## src/rtl/memory_cycle_if.sv

```systemverilog
// Data-memory request/acknowledge bus between the M stage (master) and the data memory (slave).
interface memory_cycle_if;
   logic        dmem_req;
   logic        dmem_we;
   logic [31:0] dmem_addr;
   logic [31:0] dmem_wdata;
   logic        dmem_ack;
   logic [31:0] dmem_rdata;

   modport master (
      output dmem_req,
      output dmem_we,
      output dmem_addr,
      output dmem_wdata,
      input  dmem_ack,
      input  dmem_rdata
   );

   modport slave (
      input  dmem_req,
      input  dmem_we,
      input  dmem_addr,
      input  dmem_wdata,
      output dmem_ack,
      output dmem_rdata
   );
endinterface

```

## src/rtl/memory_cycle.sv

```systemverilog
// RISC-V M stage: issues word loads/stores over a variable-latency req/ack bus,
// stalls the pipeline while an access is outstanding and registers the M->W bundle.
module memory_cycle #(
   parameter  int TIMEOUT = 16,
   localparam int CW      = $clog2(TIMEOUT + 1)
) (
   input  logic                 clk,
   input  logic                 rst,
   input  logic                 RegWriteM,
   input  logic                 MemWriteM,
   input  logic [1:0]           ResultSrcM,
   input  logic [31:0]          ALUResultM,
   input  logic [31:0]          WriteDataM,
   input  logic [4:0]           RdM,
   input  logic [31:0]          PCPlus4M,
   memory_cycle_if.master       dmem,
   output logic                 StallM,
   output logic                 RegWriteW,
   output logic [1:0]           ResultSrcW,
   output logic [31:0]          ALUResultW,
   output logic [31:0]          ReadDataW,
   output logic [4:0]           RdW,
   output logic [31:0]          PCPlus4W,
   output logic [1:0]           ErrW
);

   typedef enum logic [0:0] {
      S_IDLE = 1'b0,
      S_WAIT = 1'b1
   } state_t;

   localparam logic [1:0]    ERR_NONE    = 2'b00;
   localparam logic [1:0]    ERR_MIS     = 2'b01;
   localparam logic [1:0]    ERR_TIMEOUT = 2'b10;
   localparam logic [CW-1:0] CNT_ZERO    = {CW{1'b0}};
   localparam logic [CW-1:0] CNT_ONE     = CW'(1);
   localparam logic [CW-1:0] CNT_LIMIT   = CW'(TIMEOUT);

   state_t        state_r;
   state_t        state_n_s;
   logic [CW-1:0] cnt_r;
   logic [CW-1:0] cnt_n_s;
   logic          load_s;
   logic          acc_s;
   logic          mis_s;
   logic          req_s;
   logic          stall_s;
   logic          take_s;
   logic          kill_s;
   logic [1:0]    err_s;
   logic [31:0]   rdata_s;

   assign load_s = (ResultSrcM == 2'b01);
   assign acc_s  = MemWriteM | load_s;
   assign mis_s  = acc_s & (ALUResultM[1:0] != 2'b00);

   // Next-state, request/stall decode and selection of what the W register captures.
   always_comb begin
      state_n_s = state_r;
      cnt_n_s   = cnt_r;
      req_s     = 1'b0;
      stall_s   = 1'b0;
      take_s    = 1'b0;
      kill_s    = 1'b0;
      err_s     = ERR_NONE;
      rdata_s   = 32'h0000_0000;
      case (state_r)
         S_IDLE: begin
            if (acc_s && !mis_s) begin
               req_s = 1'b1;
               if (dmem.dmem_ack) begin
                  take_s  = 1'b1;
                  rdata_s = load_s ? dmem.dmem_rdata : 32'h0000_0000;
               end else begin
                  stall_s   = 1'b1;
                  cnt_n_s   = CNT_ONE;
                  state_n_s = S_WAIT;
               end
            end else if (mis_s) begin
               take_s = 1'b1;
               kill_s = 1'b1;
               err_s  = ERR_MIS;
            end else begin
               take_s = 1'b1;
            end
         end
         S_WAIT: begin
            // Upstream holds the M inputs stable while stalled, so they still describe this access.
            req_s = 1'b1;
            if (dmem.dmem_ack) begin
               take_s    = 1'b1;
               rdata_s   = load_s ? dmem.dmem_rdata : 32'h0000_0000;
               cnt_n_s   = CNT_ZERO;
               state_n_s = S_IDLE;
            end else if (cnt_r == CNT_LIMIT) begin
               take_s    = 1'b1;
               kill_s    = 1'b1;
               err_s     = ERR_TIMEOUT;
               cnt_n_s   = CNT_ZERO;
               state_n_s = S_IDLE;
            end else begin
               stall_s = 1'b1;
               cnt_n_s = cnt_r + CNT_ONE;
            end
         end
         default: begin
            cnt_n_s   = CNT_ZERO;
            state_n_s = S_IDLE;
         end
      endcase
   end

   // Reset gates the request so an abandoned access drops req immediately.
   assign dmem.dmem_req   = req_s & rst;
   assign dmem.dmem_we    = req_s & rst & MemWriteM;
   assign dmem.dmem_addr  = ALUResultM;
   assign dmem.dmem_wdata = WriteDataM;
   assign StallM          = stall_s & rst;

   // FSM state, wait counter and the M->W pipeline register.
   always_ff @(posedge clk or negedge rst) begin
      if (!rst) begin
         state_r    <= S_IDLE;
         cnt_r      <= CNT_ZERO;
         RegWriteW  <= 1'b0;
         ResultSrcW <= 2'b00;
         ALUResultW <= 32'h0000_0000;
         ReadDataW  <= 32'h0000_0000;
         RdW        <= 5'd0;
         PCPlus4W   <= 32'h0000_0000;
         ErrW       <= ERR_NONE;
      end else begin
         state_r <= state_n_s;
         cnt_r   <= cnt_n_s;
         if (take_s) begin
            RegWriteW  <= RegWriteM & ~kill_s;
            ResultSrcW <= ResultSrcM;
            ALUResultW <= ALUResultM;
            ReadDataW  <= rdata_s;
            RdW        <= RdM;
            PCPlus4W   <= PCPlus4M;
            ErrW       <= err_s;
         end else begin
            RegWriteW  <= 1'b0;
            ResultSrcW <= 2'b00;
            ALUResultW <= 32'h0000_0000;
            ReadDataW  <= 32'h0000_0000;
            RdW        <= 5'd0;
            PCPlus4W   <= 32'h0000_0000;
            ErrW       <= ERR_NONE;
         end
      end
   end

endmodule

```

## src/flat_wrapper.sv

```systemverilog
// flat-port wrapper written by rule: the top's interface ports become plain ports
module memory_cycle_flat 
#(
   parameter  int TIMEOUT = 16,
   localparam int CW      = $clog2(TIMEOUT + 1)
)
  (clk, rst, RegWriteM, MemWriteM, ResultSrcM, ALUResultM, WriteDataM, RdM, PCPlus4M, StallM, RegWriteW, ResultSrcW, ALUResultW, ReadDataW, RdW, PCPlus4W, ErrW, dmem_dmem_req, dmem_dmem_we, dmem_dmem_addr, dmem_dmem_wdata, dmem_dmem_ack, dmem_dmem_rdata);
  memory_cycle_if dmem_i ();
  input  logic clk;
  input  logic rst;
  input  logic RegWriteM;
  input  logic MemWriteM;
  input  logic [1:0] ResultSrcM;
  input  logic [31:0] ALUResultM;
  input  logic [31:0] WriteDataM;
  input  logic [4:0] RdM;
  input  logic [31:0] PCPlus4M;
  output logic StallM;
  output logic RegWriteW;
  output logic [1:0] ResultSrcW;
  output logic [31:0] ALUResultW;
  output logic [31:0] ReadDataW;
  output logic [4:0] RdW;
  output logic [31:0] PCPlus4W;
  output logic [1:0] ErrW;
  output wire logic [$bits(dmem_i.dmem_req)-1:0] dmem_dmem_req;
  output wire logic [$bits(dmem_i.dmem_we)-1:0] dmem_dmem_we;
  output wire logic [$bits(dmem_i.dmem_addr)-1:0] dmem_dmem_addr;
  output wire logic [$bits(dmem_i.dmem_wdata)-1:0] dmem_dmem_wdata;
  input wire logic [$bits(dmem_i.dmem_ack)-1:0] dmem_dmem_ack;
  input wire logic [$bits(dmem_i.dmem_rdata)-1:0] dmem_dmem_rdata;
  assign dmem_dmem_req = dmem_i.dmem_req;
  assign dmem_dmem_we = dmem_i.dmem_we;
  assign dmem_dmem_addr = dmem_i.dmem_addr;
  assign dmem_dmem_wdata = dmem_i.dmem_wdata;
  assign dmem_i.dmem_ack = dmem_dmem_ack;
  assign dmem_i.dmem_rdata = dmem_dmem_rdata;
  memory_cycle #(.TIMEOUT(TIMEOUT)) u_core (.clk(clk), .rst(rst), .RegWriteM(RegWriteM), .MemWriteM(MemWriteM), .ResultSrcM(ResultSrcM), .ALUResultM(ALUResultM), .WriteDataM(WriteDataM), .RdM(RdM), .PCPlus4M(PCPlus4M), .dmem(dmem_i), .StallM(StallM), .RegWriteW(RegWriteW), .ResultSrcW(ResultSrcW), .ALUResultW(ALUResultW), .ReadDataW(ReadDataW), .RdW(RdW), .PCPlus4W(PCPlus4W), .ErrW(ErrW));
endmodule
```

## config.mk

```make
export PLATFORM = sky130hd
export DESIGN_NAME = memory_cycle_flat
export DESIGN_NICKNAME = d
export VERILOG_FILES = /design/src/rtl/memory_cycle_if.sv /design/src/rtl/memory_cycle.sv /design/src/flat_wrapper.sv
export SDC_FILE = /design/constraint.sdc
export NUM_CORES = 1
export LEC_CHECK = 0
export ABC_CLOCK_PERIOD_IN_PS = 1700
export BUFFER_PORTS_ARGS = -buffer_cell sky130_fd_sc_hd__buf_2
export CAP_MARGIN = 5
export CORE_MARGIN = 3
export CORE_UTILIZATION = 32
export CTS_BUF_LIST = sky130_fd_sc_hd__clkbuf_16
export CTS_CLUSTER_SIZE = 25
export DETAILED_ROUTE_END_ITERATION = 16
export MAX_ROUTING_LAYER = met4
export PLACE_DENSITY_LB_ADDON = 0.25
export REMOVE_ABC_BUFFERS = 1
export SYNTH_ARGS = -nofsm -noshare
export SYNTH_HDL_FRONTEND = slang
export SYNTH_SLANG_ARGS = --single-unit
```

## constraint.sdc

```tcl
create_clock -name clk -period 1.7 [get_ports clk]
set_input_delay 0.34 -clock clk [delete_from_list [all_inputs] [get_ports clk]]
set_output_delay 0.34 -clock clk [all_outputs]
set_load 0.05 [all_outputs]
```

==> results of run 1 <==
path summary, 6_finish.rpt:
check | to | slack (ns) | cells after the start
setup / recovery | StallM | -0.24 | 6
hold / removal | u_core.ErrW[0]$_DFF_PN0_ | 0.11 | 2
setup reg to reg | u_core.ALUResultW[29]$_DFF_PN0_ | -0.01 | 9
hold reg to reg | u_core.cnt_r[4]$_DFFE_PN0P_ | 0.59 | 2
max in group asynchronous | u_core.ALUResultW[19]$_DFF_PN0_ | 1.14 | 2
min in group clk | u_core.PCPlus4W[30]$_DFF_PN0_ | 0.19 | 2
synth_stat cells (all sizes together) (2+ instances only):
library cell,number,area share [%]
dfrtp,112,64
nand3,2,0.23
clkbuf,4,0.34
nor2,2,0.17
o21a,3,0.51
ha,2,0.57
nor3,4,0.46
nand2,4,0.34
inv,7,0.60
buf,73,13
and2,102,16
o31ai,2,0.34
o21ai,4,0.71
o22ai,2,0.29
a21oi,4,0.54
and3,3,0.43
state kept, by name, indices dropped and copies added, names as in the netlist, 2 cells and up:
name	count
u_core.ReadDataW	32
u_core.cnt_r	5
u_core.ResultSrcW	2
u_core.ALUResultW	32
u_core.ErrW	2
u_core.PCPlus4W	32
u_core.RdW	5
metrics by stage:
stage / utilization [%] / std cells / area (um^2) / hold slack, ns / worst slack (ns)
floorplan: - / 262 / 3794 / 0.04441 / -0.4750
global placement: 40.64 / 702 / 5403 / 0.5090 / -0.1211
detailed placement: 40.64 / 702 / 5403 / 0.5165 / -0.1592
CTS: 44.17 / 725 / 5873 / 0.1387 / -0.2549
global route: 45.69 / 732 / 6075 / 0.1606 / -0.3202
finish: 45.69 / 732 / 6075 / 0.1136 / -0.2364
final cells by class:
type / instances / area (um^2) / share of cell area (%)
Timing Repair Buffer: 278 / 1683 / 27.70
Sequential cell: 112 / 2803 / 46.14
Clock inverter: 7 / 46.29 / 0.7621
Tap cell: 176 / 220.2 / 3.625
Multi-Input combinational cell: 143 / 1071 / 17.63
Inverter: 7 / 26.28 / 0.4325
Clock buffer: 9 / 225.2 / 3.708
cells by family after synthesis:
group           after synthesis  share of synthesized area [%]
buf+inv                      84                          14.00
fa+ha+maj                     2                         0.5712
simple gates                122                          18.25
compound gates               18                          2.999
xor+xnor                      1                         0.2000
flops                       112                          63.98
timing repair:
| item | 4_1_cts | 5_1_grt |
|---|---|---|
| endpoints found under the setup margin | 59 | 54 |
| pin swaps | 5 | 40 |
| hold buffers | 0 | 0 |
| cloned | 3 | 5 |
| buffers inserted | 6 | 2 |
| gates resized for setup | 22 | 42 |
placed cells by master, fill, tap and decap left out, drive strengths merged:
cell type and n:
buf 274, dfrtp 112, and2 102, clkbuf 13
inv 8, nor3 4, nand2 4, o21ai 4
a21oi 4, o21a 3, clkinv 3, clkinvlp 3
and3 3, nor2 2, nand3 2, o22ai 2
o31ai 2, ha 2, and2b 1, nor4bb 1
o211a 1, nand2b 1, or2 1, nor3b 1
a21boi 1, xor2 1, o32ai 1
routing by layer:
metal  track usage, %  vias to the layer above  share of wire, %
met4            5.398                        0               1.3
li1                 -                     1409                 -
met3            10.38                       11                14
met2            23.71                      199                44
met5                -                        -                 0
met1            20.53                     1459                40
power groups by stage:
stage	sequential [mW]	clock (mW)	combinational, mW
floorplan	3.44	0	0.187
global placement	2.91	0	1.34
detailed placement	2.91	0	1.36
CTS	2.86	2.03	1.45
global route	2.88	2.14	1.63
finish	2.86	1.96	1.54
==> metrics.csv, run 1 <==
metric,value,unit
RSZ-0062 raised after global routing,yes,
Final Hold Viols,0,
CTS root buffer,clkbuf_16,
Tightest Pin Transition,0.5930,ns
Synth Register Bits,112,
initial core utilization,32.95,%
max-slew violations,0,
total of max-cap violations,0,
gr usage total,17.04,%
"Min Clock Period, post-route",1.936,ns
die area,15130,um^2
largest net degree at the start of global routing,113,
synth unique cells,30,
I/O Pins,313,
"CP delay by family, top",flip-flops,
CP bufs+invs,2,
Startpoint Class,flop,
CTS tree,built,
Worst Setup End Kind,output port,
crit-path max cell delay,0.40,ns
sequential-to-total area share from yosys stat,63.98,%
Slew headroom,60.47,%
"FFs w/ async S/R, synth",100.0,%
Psw,2.033,mW
mean routed wirelength per cell,18.03,um
DRC violations left,0,
Hold Path Class,input pin to async pin,
Worst setup startpoint,u_core.cnt_r[0]$_DFFE_PN0P_,
starting DRC count in detailed routing,75,
Gate Count Post-Synth,339,
vias in the first global route,3244,
global-route wire length before repair,18260,um
nets,693,
Mapped Area,4380,um^2
"Power, Total",6.355,mW
period utilisation layout,113.9,%
syn_area_per_cell,12.92,um^2
Crit path arrival time,1.60,ns
most used flip-flop cell after synthesis,dfrtp_1,
highest-delay cell along the critical path,dfrtp_1,
final WL,13200,um
n_diodes,0,
gpl congestion,0.8334,
Fillers,1246,
Max Fclk,0.5164,GHz
Routed Antenna Nets,0,
Setup-failing EPs final,19,
Leak,3.318,nW
Crit Path Max Fanout,2,
DR vias/cell,4.205,
Die Span Y,123,um
clk slew on worst S/H paths,0.07,ns
worst vdd ir,648.0,uV
design internal power,4.321,mW
setup TNS,-0.3508,ns
total gr overflow,0,
first-pass detailed-route iteration total,4,
via count,3078,
failing checks,negative setup slack,
Syn-to-layout area delta,38.67,%
# rows,42,
PortBufs,248,
Comb power frac,24.2,%
Layout Skew,0.009964,ns
"critical path, cell by cell","inv_2, ha_4, nor4bb_4, a21oi_2, and3_4, buf_6",
H-tree depth,3,
TritonCTS Buffers,9,
CTS max path bufs,2,
clock network power share,30.8,%
sw frac,32.00,%
status,"finished, violations left",
core area,13300,um^2
YS warnings,0,
share of cells above drive strength 1,64.21,%
fin worst setup slack,-0.2364,ns
initial antenna violation count,0,
number of flops mapped to enable cells by yosys,0,
total power per unit cell area,1046,nW/um^2
Clock Sinks,112,
HPWL after detailed placement,9330,um
Sequential Power Share,45.0,%
R2R Path Start,u_core.cnt_r[0]$_DFFE_PN0P_,
"Clk Latency, worst-skew pair",0.35,ns
"Data required, critical path",1.36,ns
kind of critical path,flop to output port,
die extent in x,123,um
Note: power is estimated with default switching activity, not from simulation.
==> run 2, diff against run 1 <==
==> constraint.sdc (replaced) <==
create_clock -name clk -period 1.7 [get_ports clk]
set_input_delay 0.085 -clock clk [delete_from_list [all_inputs] [get_ports clk]]
set_output_delay 0.085 -clock clk [all_outputs]
set_load 0.05 [all_outputs]
==> metrics.csv, run 2 (synthesized netlist as in run 1, its figures left out) <==
metric,value,unit
Crit Path Max Fanout,2,
RSZ-0062 raised after global routing,yes,
# rows,42,
die extent in x,123,um
Leak,3.574,nW
"Clk Latency, worst-skew pair",0.35,ns
period utilisation layout,99.69,%
starting DRC count in detailed routing,107,
initial antenna violation count,0,
total of max-cap violations,0,
nets,783,
H-tree depth,3,
Die Span Y,123,um
global-route wire length before repair,19040,um
Sequential Power Share,41.8,%
initial core utilization,32.95,%
DR vias/cell,4.113,
n_diodes,0,
Fillers,1127,
fin worst setup slack,0.005275,ns
HPWL after detailed placement,9304,um
design internal power,4.818,mW
DRC violations left,0,
CP bufs+invs,2,
kind of critical path,flop to output port,
CTS max path bufs,2,
clock network power share,35.4,%
Setup WS pre-CTS,-0.02763,ns
Max Fclk,0.5901,GHz
TritonCTS Buffers,9,
gpl congestion,0.8000,
via count,3381,
CTS root buffer,clkbuf_16,
Comb power frac,22.8,%
"Cell Count, Final, Fillers Out",822,
highest-delay cell along the critical path,dfrtp_1,
die area,15130,um^2
Final Hold Viols,0,
I/O Pins,313,
Inst Count DP,693,
Hold Path Class,input pin to flop,
Setup-failing EPs final,0,
"CP delay by family, top",simple AND/OR/NAND/NOR gates,
"Data required, critical path",1.62,ns
Final Util,51.48,%
core area,13300,um^2
status,"finished, final reports clean",
first-pass detailed-route iteration total,4,
Tightest Pin Transition,0.7656,ns
Min Hold Slack,0.01134,ns
vias in the first global route,3468,
area of the multi-input gates,1003,um^2
Syn-to-layout area delta,56.24,%
total gr overflow,0,
clk slew on worst S/H paths,0.07,ns
gr usage total,17.60,%
final WL,13340,um
max-slew violations,0,
sw frac,29.66,%
Slew headroom,48.96,%
mean routed wirelength per cell,16.23,um
share of cells above drive strength 1,51.24,%
crit-path max cell delay,0.39,ns
"leading cell type in the layout, fill and taps excluded",buf_2,
biggest regs,"u_core.ALUResultW x32, u_core.PCPlus4W x32, u_core.ReadDataW x32",
Routed Antenna Nets,0,
Crit path arrival time,1.61,ns
Startpoint Class,flop,
worst vdd ir,507.8,uV
FF/Latch Area,2804,um^2
largest net degree at the start of global routing,105,
Psw,2.032,mW
total power per unit cell area,1001,nW/um^2
Layout Skew,0.008158,ns
fin area,6844,um^2
Worst Setup End Kind,output port,
DP Area,5335,um^2
PortBufs,248,
"critical path, cell by cell","inv_2, ha_4, nor4bb_4, a21oi_2, and3_4, buf_6",
Clock Sinks,112,
most frequent cells in the layout,"buf_2, dfrtp_1, dlygate4sd3_1, and2_1, and2_2",
"Min Clock Period, post-route",1.695,ns
CTS tree,built,
==> run 2: cell count changes in the layout (fill, tap and decap cells not counted), sizes merged <==
| cell | delta |
|---|---|
| clkinvlp | -2 |
| buf | -11 |
| clkbuf | -4 |
| dlygate4sd3 | +105 |
| clkinv | -2 |
| bufinv | +3 |
| inv | +1 |
==> run 2: worst paths after layout <==
path / startpoint / end / slack (ns) / cells past startpoint
setup reg to reg: u_core.cnt_r[0]$_DFFE_PN0P_ / u_core.PCPlus4W[23]$_DFF_PN0_ / 0.06 / 8
setup / recovery: u_core.cnt_r[0]$_DFFE_PN0P_ / StallM / 0.005 / 6
hold / removal: RegWriteM / u_core.RegWriteW$_DFF_PN0_ / 0.01 / 2
hold reg to reg: u_core.cnt_r[4]$_DFFE_PN0P_ / u_core.cnt_r[4]$_DFFE_PN0P_ / 0.60 / 2
min in group asynchronous: rst / u_core.ALUResultW[4]$_DFF_PN0_ / 0.12 / 2
max in group asynchronous: rst / u_core.state_r$_DFF_PN0_ / 0.77 / 3
==> run 2: through the flow <==
step                      TNS [ns]  power (mW)
final                            0       6.849
after global routing        -1.631       7.149
after floorplan             -25.44       3.622
after detailed placement   -0.7358       4.242
after global placement           0       4.227
after CTS                 -0.02865       6.928
==> run 2: repair_timing <==
| item | 4_1_cts | 5_1_grt |
|---|---|---|
| hold buffers | 105 | 0 |
| setup buffers | 3 | 5 |
| setup endpoints to repair | 60 | 2 |
| pin swaps | 3 | 2 |
| hold endpoints to repair | 216 | 0 |
| gates resized for setup | 9 | 3 |
==> run 2: per-layer routing <==
layer	GRT usage [%]	part of all wire [%]	routed length [um]
met5	-	0	0
met4	6.367	1.7	227
met3	10.43	14	1850
met2	25.93	45	5957
met1	19.81	40	5304
==> run 2: final cells by class <==
class / count / area share, %
clock buffers: 9 / 3.291
clock inverters: 7 / 1.846
inverters: 7 / 0.3839
multi-input cells: 143 / 14.66
flip-flops and latches: 112 / 40.97
well taps: 176 / 3.218
repair buffers: 368 / 35.63
==> run 2: power groups by stage <==
stage | Sequential [mW] | Combinational [mW] | Clock [mW]
CTS | 2.86 | 1.55 | 2.51
global placement | 2.91 | 1.32 | 0
global route | 2.88 | 1.65 | 2.62
finish | 2.86 | 1.56 | 2.43
detailed placement | 2.91 | 1.33 | 0
floorplan | 3.44 | 0.187 | 0
==> run 3, diff against run 2 <==
--- a/config.mk
+++ b/config.mk
@@ -5,7 +5,7 @@
 export SDC_FILE = /design/constraint.sdc
 export NUM_CORES = 1
 export LEC_CHECK = 0
-export ABC_CLOCK_PERIOD_IN_PS = 1700
+export ABC_CLOCK_PERIOD_IN_PS = 1450
 export BUFFER_PORTS_ARGS = -buffer_cell sky130_fd_sc_hd__buf_2
 export CAP_MARGIN = 5
 export CORE_MARGIN = 3
==> constraint.sdc (replaced) <==
create_clock -name clk -period 1.45 [get_ports clk]
set_input_delay 0.0725 -clock clk [delete_from_list [all_inputs] [get_ports clk]]
set_output_delay 0.0725 -clock clk [all_outputs]
set_load 0.05 [all_outputs]
==> metrics.csv, run 3 (synthesized netlist as in run 1, its figures left out) <==
metric,value,unit
I/O Pins,313,
Slew headroom,61.13,%
Crit path arrival time,1.61,ns
total power per unit cell area,1094,nW/um^2
initial antenna violation count,0,
highest-delay cell along the critical path,dfrtp_1,
nets,792,
Fillers,1128,
largest net degree at the start of global routing,105,
setup TNS,-11.96,ns
Worst Setup End Kind,output port,
gr usage total,18.59,%
"Data required, critical path",1.38,ns
biggest regs,"u_core.ALUResultW x32, u_core.PCPlus4W x32, u_core.ReadDataW x32",
share of cells above drive strength 1,53.28,%
CP bufs+invs,2,
gpl congestion,0.8150,
vias in the first global route,3722,
core area,13300,um^2
failing checks,negative setup slack,
Setup-failing EPs final,71,
Clock Sinks,112,
period utilisation layout,116.1,%
max-slew violations,0,
Die Span Y,123,um
# rows,42,
area of the multi-input gates,1096,um^2
kind of critical path,flop to output port,
total of max-cap violations,0,
via count,3503,
crit-path max cell delay,0.40,ns
first-pass detailed-route iteration total,4,
worst vdd ir,598.7,uV
die area,15130,um^2
fin area,7008,um^2
H-tree depth,3,
mean routed wirelength per cell,17.25,um
TritonCTS Buffers,9,
CTS tree,built,
total gr overflow,0,
Layout Skew,0.01159,ns
Startpoint Class,flop,
"Clk Latency, worst-skew pair",0.36,ns
HPWL after detailed placement,9444,um
Worst setup startpoint,u_core.cnt_r[0]$_DFFE_PN0P_,
Routed Antenna Nets,0,
final WL,14330,um
R2R Path Start,u_core.cnt_r[0]$_DFFE_PN0P_,
fin worst setup slack,-0.2342,ns
PortBufs,248,
CTS root buffer,clkbuf_16,
status,"finished, violations left",
FF/Latch Area,2804,um^2
Max Fclk,0.5938,GHz
DR vias/cell,4.215,
n_diodes,0,
initial core utilization,32.95,%
Crit Path Max Fanout,2,
Final Util,52.71,%
CTS max path bufs,2,
RSZ-0062 raised after global routing,yes,
Syn-to-layout area delta,59.98,%
"Min Clock Period, post-route",1.684,ns
Final Hold Viols,0,
"CP delay by family, top",simple AND/OR/NAND/NOR gates,
Tightest Pin Transition,0.5830,ns
Leak,3.659,nW
DRC violations left,0,
starting DRC count in detailed routing,142,
DP Area,5380,um^2
Min Hold Slack,0.1017,ns
"leading cell type in the layout, fill and taps excluded",buf_2,
"critical path, cell by cell","inv_2, ha_4, nor4bb_4, a21oi_2, and3_4, buf_8",
clk slew on worst S/H paths,0.08,ns
most frequent cells in the layout,"buf_2, dfrtp_1, dlygate4sd3_1, and2_1, and2_4",
die extent in x,123,um
global-route wire length before repair,20170,um
Hold Path Class,input pin to async pin,
==> run 3: changes by cell type in the layout (fill, tap and decap cells not counted), sizes merged <==
cell and delta:
buf +6, dlygate4sd3 +1, o21ai +1, bufinv -3
inv +1, clkbuf +1, clkinv +2
==> run 3: metrics by stage <==
step	std cells	setup WS [ns]	total power [mW]
finish	831	-0.2342	7.666
global route	831	-0.3286	8.001
CTS	826	-0.2320	7.672
detailed placement	699	-0.2586	4.987
global placement	699	-0.1705	4.971
floorplan	262	-0.6259	4.247
==> run 3: cell type report <==
class	instances	area share, %
Timing Repair Buffer	376	36.83
Multi-Input combinational cell	144	15.64
Sequential cell	112	40.01
Tap cell	176	3.142
Clock inverter	7	0.7856
Inverter	7	0.3749
Clock buffer	9	3.214
==> run 3: repair_timing <==
action,CTS,global route
hold endpoints to repair,217,0
pin swaps,16,14
hold buffers,106,0
resized for setup,34,28
setup buffers,2,2
endpoints found under the setup margin,76,76
cloned,3,3
==> run 3: per-layer routing <==
metal | global-route usage [%] | routed length [um] | share of wire (%) | vias up
met1 | 21.81 | 5769 | 40 | 1674
met2 | 27.26 | 6505 | 45 | 207
met3 | 10.06 | 1843 | 13 | 13
met5 | - | 0 | 0 | -
met4 | 6.367 | 213 | 1.5 | 0
li1 | - | - | - | 1609
==> run 3: path summary, 6_finish.rpt <==
check | to | slack [ns] | depth (start not counted)
worst max-delay path | StallM | -0.23 | 6
worst min-delay path | u_core.ResultSrcW[1]$_DFF_PN0_ | 0.10 | 2
worst max register to register | u_core.ALUResultW[12]$_DFF_PN0_ | -0.22 | 8
worst min register to register | u_core.cnt_r[0]$_DFFE_PN0P_ | 0.58 | 2
max in group asynchronous | u_core.PCPlus4W[24]$_DFF_PN0_ | 0.53 | 3
min in group clk | u_core.ErrW[0]$_DFF_PN0_ | 0.11 | 3
==> run 3: power by group <==
group	leakage, nW	internal (mW)	switching (mW)
registers	1.41	3.30	0.0525
logic	2.11	0.713	1.25
clock network	0.138	1.19	1.17
